==> config.mk <==
export PLATFORM = sky130hd
export DESIGN_NAME = game_move_sequencer
export DESIGN_NICKNAME = d
export VERILOG_FILES = /design/src/rtl/game_ctrl_pkg.sv /design/src/rtl/move_fifo.sv /design/src/rtl/game_move_sequencer.sv
export SDC_FILE = /design/constraint.sdc
export NUM_CORES = 1
export LEC_CHECK = 0
export CELL_PAD_IN_SITES_DETAIL_PLACEMENT = 0
export CELL_PAD_IN_SITES_GLOBAL_PLACEMENT = 1
export CORE_ASPECT_RATIO = 1.5
export CORE_MARGIN = 5
export CORE_UTILIZATION = 39
export CTS_CLUSTER_SIZE = 20
export DETAILED_ROUTE_END_ITERATION = 7
export PLACE_DENSITY = 0.74
export RECOVER_POWER = 25
export SYNTH_ARGS = -nofsm -noshare
export SYNTH_HDL_FRONTEND = slang
export SYNTH_SLANG_ARGS = --single-unit
==> constraint.sdc <==
create_clock -name clk -period 2.42 [get_ports clk]
set_input_delay 0.484 -clock clk [delete_from_list [all_inputs] [get_ports clk]]
set_output_delay 0.484 -clock clk [all_outputs]
set_load 0.005 [all_outputs]
==> src/rtl/game_ctrl_pkg.sv <==
// Shared types and helpers for the game move sequencer.
package game_ctrl_pkg;

    // Move codes as presented by the requester.
    typedef enum logic [1:0] {
        DIR_N = 2'b00,
        DIR_S = 2'b01,
        DIR_E = 2'b10,
        DIR_W = 2'b11
    } dir_t;

    // Sequencer FSM states.
    typedef enum logic [2:0] {
        IDLE,
        RST_CORE,
        PLAY,
        ISSUE,
        SETTLE,
        DONE
    } seq_state_t;

    // Number of cycles the game core is held in reset before play begins.
    localparam int CORE_RST_CYCLES = 2;

    // Decode a move code into the core's one-hot strobe, packed as {n,s,e,w}.
    function automatic logic [3:0] dir_onehot(input dir_t d);
        logic [3:0] oh;
        oh = 4'b0000;
        case (d)
            DIR_N:   oh = 4'b1000;
            DIR_S:   oh = 4'b0100;
            DIR_E:   oh = 4'b0010;
            DIR_W:   oh = 4'b0001;
            default: oh = 4'b0000;
        endcase
        return oh;
    endfunction

endpackage

==> src/rtl/move_fifo.sv <==
// Small synchronous FIFO holding pending move codes. The pointers carry one
// extra wrap bit so full and empty are distinguishable without a counter.
module move_fifo #(
    parameter  int DEPTH = 8,
    parameter  int WIDTH = 2,
    localparam int AW    = $clog2(DEPTH)
) (
    input  logic             clk,
    input  logic             reset,
    input  logic             flush,
    input  logic             push,
    input  logic [WIDTH-1:0] din,
    input  logic             pop,
    output logic [WIDTH-1:0] dout,
    output logic             full,
    output logic             empty,
    output logic [AW:0]      count
);

    logic [WIDTH-1:0] mem [DEPTH];
    logic [AW:0]      wr_ptr;
    logic [AW:0]      rd_ptr;
    logic             do_push;
    logic             do_pop;

    // A full queue refuses a push even when a pop happens in the same cycle.
    assign do_push = push && !full;
    assign do_pop  = pop && !empty;

    assign full  = (wr_ptr[AW] != rd_ptr[AW]) && (wr_ptr[AW-1:0] == rd_ptr[AW-1:0]);
    assign empty = (wr_ptr == rd_ptr);
    assign count = wr_ptr - rd_ptr;
    assign dout  = mem[rd_ptr[AW-1:0]];

    // Pointer update; flush discards everything and wins over push/pop.
    always_ff @(posedge clk or negedge reset) begin
        if (!reset) begin
            wr_ptr <= '0;
            rd_ptr <= '0;
        end else if (flush) begin
            wr_ptr <= '0;
            rd_ptr <= '0;
        end else begin
            if (do_push) wr_ptr <= wr_ptr + 1'b1;
            if (do_pop)  rd_ptr <= rd_ptr + 1'b1;
        end
    end

    // Storage write; contents need no reset since the pointers gate reads.
    always_ff @(posedge clk) begin
        if (do_push && !flush) mem[wr_ptr[AW-1:0]] <= din;
    end

endmodule

==> src/rtl/game_move_sequencer.sv <==
// Sequences queued moves into the adventure-game core: one-hot pulse per move,
// settle window, then sample win/die and latch the game result.
//
// Move handshake: a move is transferred on a rising clk edge where
// mv_valid && mv_ready are both high; the requester must hold mv_valid and
// mv_dir stable until that edge, and mv_ready never depends on mv_valid.
module game_move_sequencer
    import game_ctrl_pkg::*;
#(
    parameter  int DEPTH     = 8,
    parameter  int SETTLE    = 1,
    parameter  int MAX_MOVES = 200,
    parameter  int COUNT_W   = 8,
    localparam int QW        = $clog2(DEPTH) + 1
) (
    input  logic               clk,
    input  logic               reset,
    input  logic               start,
    input  logic               mv_valid,
    input  logic [1:0]         mv_dir,
    output logic               mv_ready,
    output logic               core_reset,
    output logic               core_n,
    output logic               core_s,
    output logic               core_e,
    output logic               core_w,
    input  logic               core_win,
    input  logic               core_die,
    output logic               busy,
    output logic               done,
    output logic               result_win,
    output logic               result_die,
    output logic               result_timeout,
    output logic [COUNT_W-1:0] move_count,
    output seq_state_t         fsm_state,
    output logic [QW-1:0]      queue_count
);

    localparam int TMR_MAX = (CORE_RST_CYCLES > SETTLE) ? CORE_RST_CYCLES : SETTLE;
    localparam int TMR_W   = (TMR_MAX > 1) ? $clog2(TMR_MAX) : 1;
    localparam logic [TMR_W-1:0]   RST_LAST    = TMR_W'(CORE_RST_CYCLES - 1);
    localparam logic [TMR_W-1:0]   SETTLE_LAST = TMR_W'(SETTLE - 1);
    localparam logic [COUNT_W-1:0] MAX_CNT     = COUNT_W'(MAX_MOVES);

    seq_state_t       state;
    seq_state_t       next_state;
    logic [TMR_W-1:0] tmr;
    logic             restart;
    logic             timer_load;
    logic             do_pop;
    logic             do_push;
    logic             flush;
    logic             end_win;
    logic             end_die;
    logic             end_timeout;
    logic             q_full;
    logic             q_empty;
    logic [1:0]       q_dout;

    // A start outside IDLE aborts whatever the game is doing.
    assign restart    = start && (state != IDLE);
    assign timer_load = (next_state != state) || restart;
    assign mv_ready   = reset && (state != DONE) && !q_full && !start;
    assign do_push    = mv_valid && mv_ready;
    // Queue is emptied on abort and on the way into DONE.
    assign flush      = restart || ((next_state == DONE) && (state != DONE));
    assign fsm_state  = state;

    move_fifo #(
        .DEPTH (DEPTH),
        .WIDTH (2)
    ) u_fifo (
        .clk   (clk),
        .reset (reset),
        .flush (flush),
        .push  (do_push),
        .din   (mv_dir),
        .pop   (do_pop),
        .dout  (q_dout),
        .full  (q_full),
        .empty (q_empty),
        .count (queue_count)
    );

    // Next-state logic; the abort override is applied last so it wins.
    always_comb begin
        next_state  = state;
        do_pop      = 1'b0;
        end_win     = 1'b0;
        end_die     = 1'b0;
        end_timeout = 1'b0;
        case (state)
            IDLE: begin
                if (start) next_state = RST_CORE;
            end
            RST_CORE: begin
                if (tmr == RST_LAST) next_state = PLAY;
            end
            PLAY: begin
                if (!q_empty) begin
                    next_state = ISSUE;
                    do_pop     = 1'b1;
                end
            end
            ISSUE: begin
                next_state = game_ctrl_pkg::SETTLE;
            end
            game_ctrl_pkg::SETTLE: begin
                if (tmr == SETTLE_LAST) begin
                    if (core_die) begin
                        next_state = DONE;
                        end_die    = 1'b1;
                    end else if (core_win) begin
                        next_state = DONE;
                        end_win    = 1'b1;
                    end else if (move_count == MAX_CNT) begin
                        next_state  = DONE;
                        end_timeout = 1'b1;
                    end else begin
                        next_state = PLAY;
                    end
                end
            end
            DONE: begin
                next_state = DONE;
            end
            default: begin
                next_state = IDLE;
            end
        endcase
        if (restart) begin
            next_state  = RST_CORE;
            do_pop      = 1'b0;
            end_win     = 1'b0;
            end_die     = 1'b0;
            end_timeout = 1'b0;
        end
    end

    // State register and cycle timer shared by the reset and settle windows.
    always_ff @(posedge clk or negedge reset) begin
        if (!reset) begin
            state <= IDLE;
            tmr   <= '0;
        end else begin
            state <= next_state;
            if (timer_load) tmr <= '0;
            else if ((state == RST_CORE) || (state == game_ctrl_pkg::SETTLE)) tmr <= tmr + 1'b1;
        end
    end

    // Registered outputs, decoded from the state being entered.
    always_ff @(posedge clk or negedge reset) begin
        if (!reset) begin
            core_reset                      <= 1'b1;
            {core_n, core_s, core_e, core_w} <= 4'b0000;
            busy                            <= 1'b0;
            done                            <= 1'b0;
        end else begin
            core_reset <= (next_state == IDLE) || (next_state == RST_CORE);
            busy       <= (next_state == RST_CORE) || (next_state == PLAY) ||
                          (next_state == ISSUE) || (next_state == game_ctrl_pkg::SETTLE);
            done       <= (next_state == DONE);
            if (next_state == ISSUE) {core_n, core_s, core_e, core_w} <= dir_onehot(dir_t'(q_dout));
            else                     {core_n, core_s, core_e, core_w} <= 4'b0000;
        end
    end

    // Move counter and result latches; cleared by an abort, held through DONE.
    always_ff @(posedge clk or negedge reset) begin
        if (!reset) begin
            move_count     <= '0;
            result_win     <= 1'b0;
            result_die     <= 1'b0;
            result_timeout <= 1'b0;
        end else if (restart) begin
            move_count     <= '0;
            result_win     <= 1'b0;
            result_die     <= 1'b0;
            result_timeout <= 1'b0;
        end else begin
            if ((next_state == ISSUE) && (move_count != MAX_CNT)) move_count <= move_count + 1'b1;
            if (end_win)     result_win     <= 1'b1;
            if (end_die)     result_die     <= 1'b1;
            if (end_timeout) result_timeout <= 1'b1;
        end
    end

endmodule

==> metrics <==
Clock Latency Late Sink=0.30 ns; Starting Density=between 30 and 40%; DR vias/cell=5.22; Reg area=1230 um2; chip width=74.5 um; final clock skew=0.00275 ns; gpl congestion=0.781; PnR worst setup slack=~0.091 ns; Area Overhead vs Synth=31.7%; post-DP HPWL=4320 um; Tot Pwr=2.52 mW; die area=7960 um2; crit start category=flip-flop; Rows=35; number of flops mapped to enable cells by yosys=16; vias in the first global route=around 1900; commonest non-fill, non-tap cell in the layout=dfrtp_1; clock slew at the register clock pins of the worst setup and hold paths=about 0.09 ns; cell count of the worst reg-to-reg path=9; antenna cells=0; hold_buf cts=0; worst path arrival time=1.85 ns; grt total ovfl=0; Peak VDD IR=375 uV; htree depth=2; final setup TNS=0 ns; final non-filler cell area=3210 um2; power density over the cells=787 nW/um2; sw power=0.855 mW; max capacitance violation total=0; area of the multi-input gates=1150 um2; Setup WS pre-CTS=-0.211 ns; hold depth=2; FFs w/ async S/R, synth=65.2%; R2R setup slack=0.10 ns; Net count, final=291; post-synthesis register bit count=46; Comb pwr share=38.1%; Critical Path Sink Type=output pin; gr usage total=15.7%; largest net degree at the start of global routing=31; Syn Nets=roughly 230; Min-Delay Path Class=reg -> reg; register area share after synthesis=~51%; Final ANT Viol Nets=0; compound-cell area share of the yosys netlist=10.5%; run status=completed; Peak Freq=429 MHz; post-synthesis mux area share=5.34%; RSZ-0062 raised after global routing=false; Clk pwr share=roughly 23%; Cell Int Power=between 1.5 and 2 mW; Mean Syn Cell Area=11.6 um2; first-pass GRT wire length=9510 um; wire length per cell=around 16 um; relative slew slack=47.0%; post-synth cell types=52; Critical Path RT=1.94 ns; CTS Buffer Depth=2; Seq pwr share=between 30% and 40%; Root Buffer=clkbuf_8; Worst Tran Pin Value=0.795 ns; Static Leakage=about 1.3 nW; post-synthesis adder-cell area fraction=between 4 and 5%; placed cell area=3040 um2; DRC viols=0; final hold vios=0; Synth Area in Simple Gates=19.8%; Syn. warnings=0; largest family of logic cells by synthesized area=simple AND/OR/NAND/NOR gates; Sw Share=33.9%; Synth Flop Type=dfrtp_1; setup violators final=0; final core utilization=52.3%; final std cells w/o fill=350; Die Ht=107 um; antenna violations before repair=0; layout cells sized above 1=26.8%; pins over their slew limit=0; total CTS buffers=5; number of port buffers=33; period utilization=between 90% and 100%; vias=about 1800; # fillers=580; core area=6130 um2; critical path class=reg -> out; router iterations before antenna repair=4; hold_ws=0.506 ns; Placed Instances=338; Routed Wire Length=5550 um; DRC violation total after the first TritonRoute iteration=47; worst-path maximum fanout=3; Mapped Cells=210; Post-Synthesis Cell Area=2440 um2; CTS Sinks=46; xor and xnor fraction of the mapped netlist area=4.73%; num ports=34; Period minus WS final=2.33 ns; TritonCTS clock tree=built; most frequent cells in the layout=29 x dfrtp_1, 28 x buf_4, 27 x clkdlybuf4s50_1, 19 x nor2_1
[area by class of cell]
class                      count  area share [%]
clock buffer                   6            2.26
clock inverter                 2            1.17
inverter                      15            1.83
multi-input combinational    143            35.8
sequential                    46            38.4
tap                           74            2.88
timing repair buffer          64            17.7
[synthesized netlist by cell type, drive strengths merged (2+ instances only)]
master	count	area, um2
ha	7	87.6
dfrtp	29	726
nor3	9	45.0
mux2i	4	40.0
inv	15	56.3
or4	3	22.5
mux4	4	90.1
a21oi	13	76.3
edfxtp	16	480
nand2	16	60.1
nand3	6	30.0
or3	3	18.8
and2	3	20.0
nor2	21	86.3
xnor2	6	71.3
nand4bb	2	27.5
nor4b	2	38.8
nor4	6	37.5
buf	5	52.6
o31ai	5	51.3
a31oi	2	12.5
xor2	5	43.8
o211ai	2	15.0
nand2b	3	18.8
or2	2	12.5
o21ai	3	18.8
and3	3	21.3
[kinds of logic (layout without fill, tap and decap cells)]
logic type / Yosys count / in the layout
DFF: 46 / 46
adders and majority gates: 8 / 8
buffers and inverters: 21 / 87
xor gates and xnor gates: 11 / 11
AOI/OAI and AO/OA: 32 / 32
muxes: 8 / 8
and+or+nand+nor: 84 / 84
[state kept, by name, summed over array words and instances (netlist names), 3 cells and up]
register and count:
fsm_state 3, move_count 8, u_fifo.mem 16, u_fifo.rd_ptr 4, u_fifo.wr_ptr 4
[critical path: stages (launching register included)]
cell and delay [ns]:
dfrtp_1 0.39, buf_4 0.14, ha_1 0.27, and3_2 0.23, a211oi_2 0.24, dlygate4sd2_1 0.27
[metal layers]
| metal | vias to the layer above | wire (um) | share of wire [%] | global-route usage [%] |
|---|---|---|---|---|
| met5 | - | 0 | 0 | 0 |
| met4 | 0 | 87 | 1.6 | 5.98 |
| met3 | 8 | 214 | 3.9 | 2.72 |
| met2 | 35 | 3170 | 57 | 29.1 |
| met1 | 893 | 2080 | 38 | 17.1 |
| li1 | 892 | - | - | - |
[worst paths after layout]
check / from / end
setup / recovery: u_fifo.wr_ptr[1]$_DFFE_PN0P_ / mv_ready
hold / removal: result_die$_DFFE_PN0P_ / result_die$_DFFE_PN0P_
setup reg to reg: u_fifo.wr_ptr[1]$_DFFE_PN0P_ / move_count[7]$_DFFE_PN0P_
hold reg to reg: result_die$_DFFE_PN0P_ / result_die$_DFFE_PN0P_
max in group asynchronous: reset / move_count[0]$_DFFE_PN0P_
min in group asynchronous: reset / result_win$_DFFE_PN0P_
[power groups by stage]
stage | combinational [mW] | clock (mW) | sequential, mW
after floorplan | 0.578 | 0 | 0.970
after global placement | 0.910 | 0 | 1.00
after detailed placement | 0.920 | 0 | 1.00
after CTS | 0.930 | 0.590 | 0.988
after global routing | 1.06 | 0.617 | 1.00
final | 0.961 | 0.578 | 0.986
[what timing repair did]
action,4_1_cts,5_1_grt
gates resized for setup,10,6
setup endpoints to repair,4,12
endpoints found under the hold margin,0,0
buffers inserted,1,3
pin swaps,1,1
Note: power is estimated with default switching activity, not from simulation.
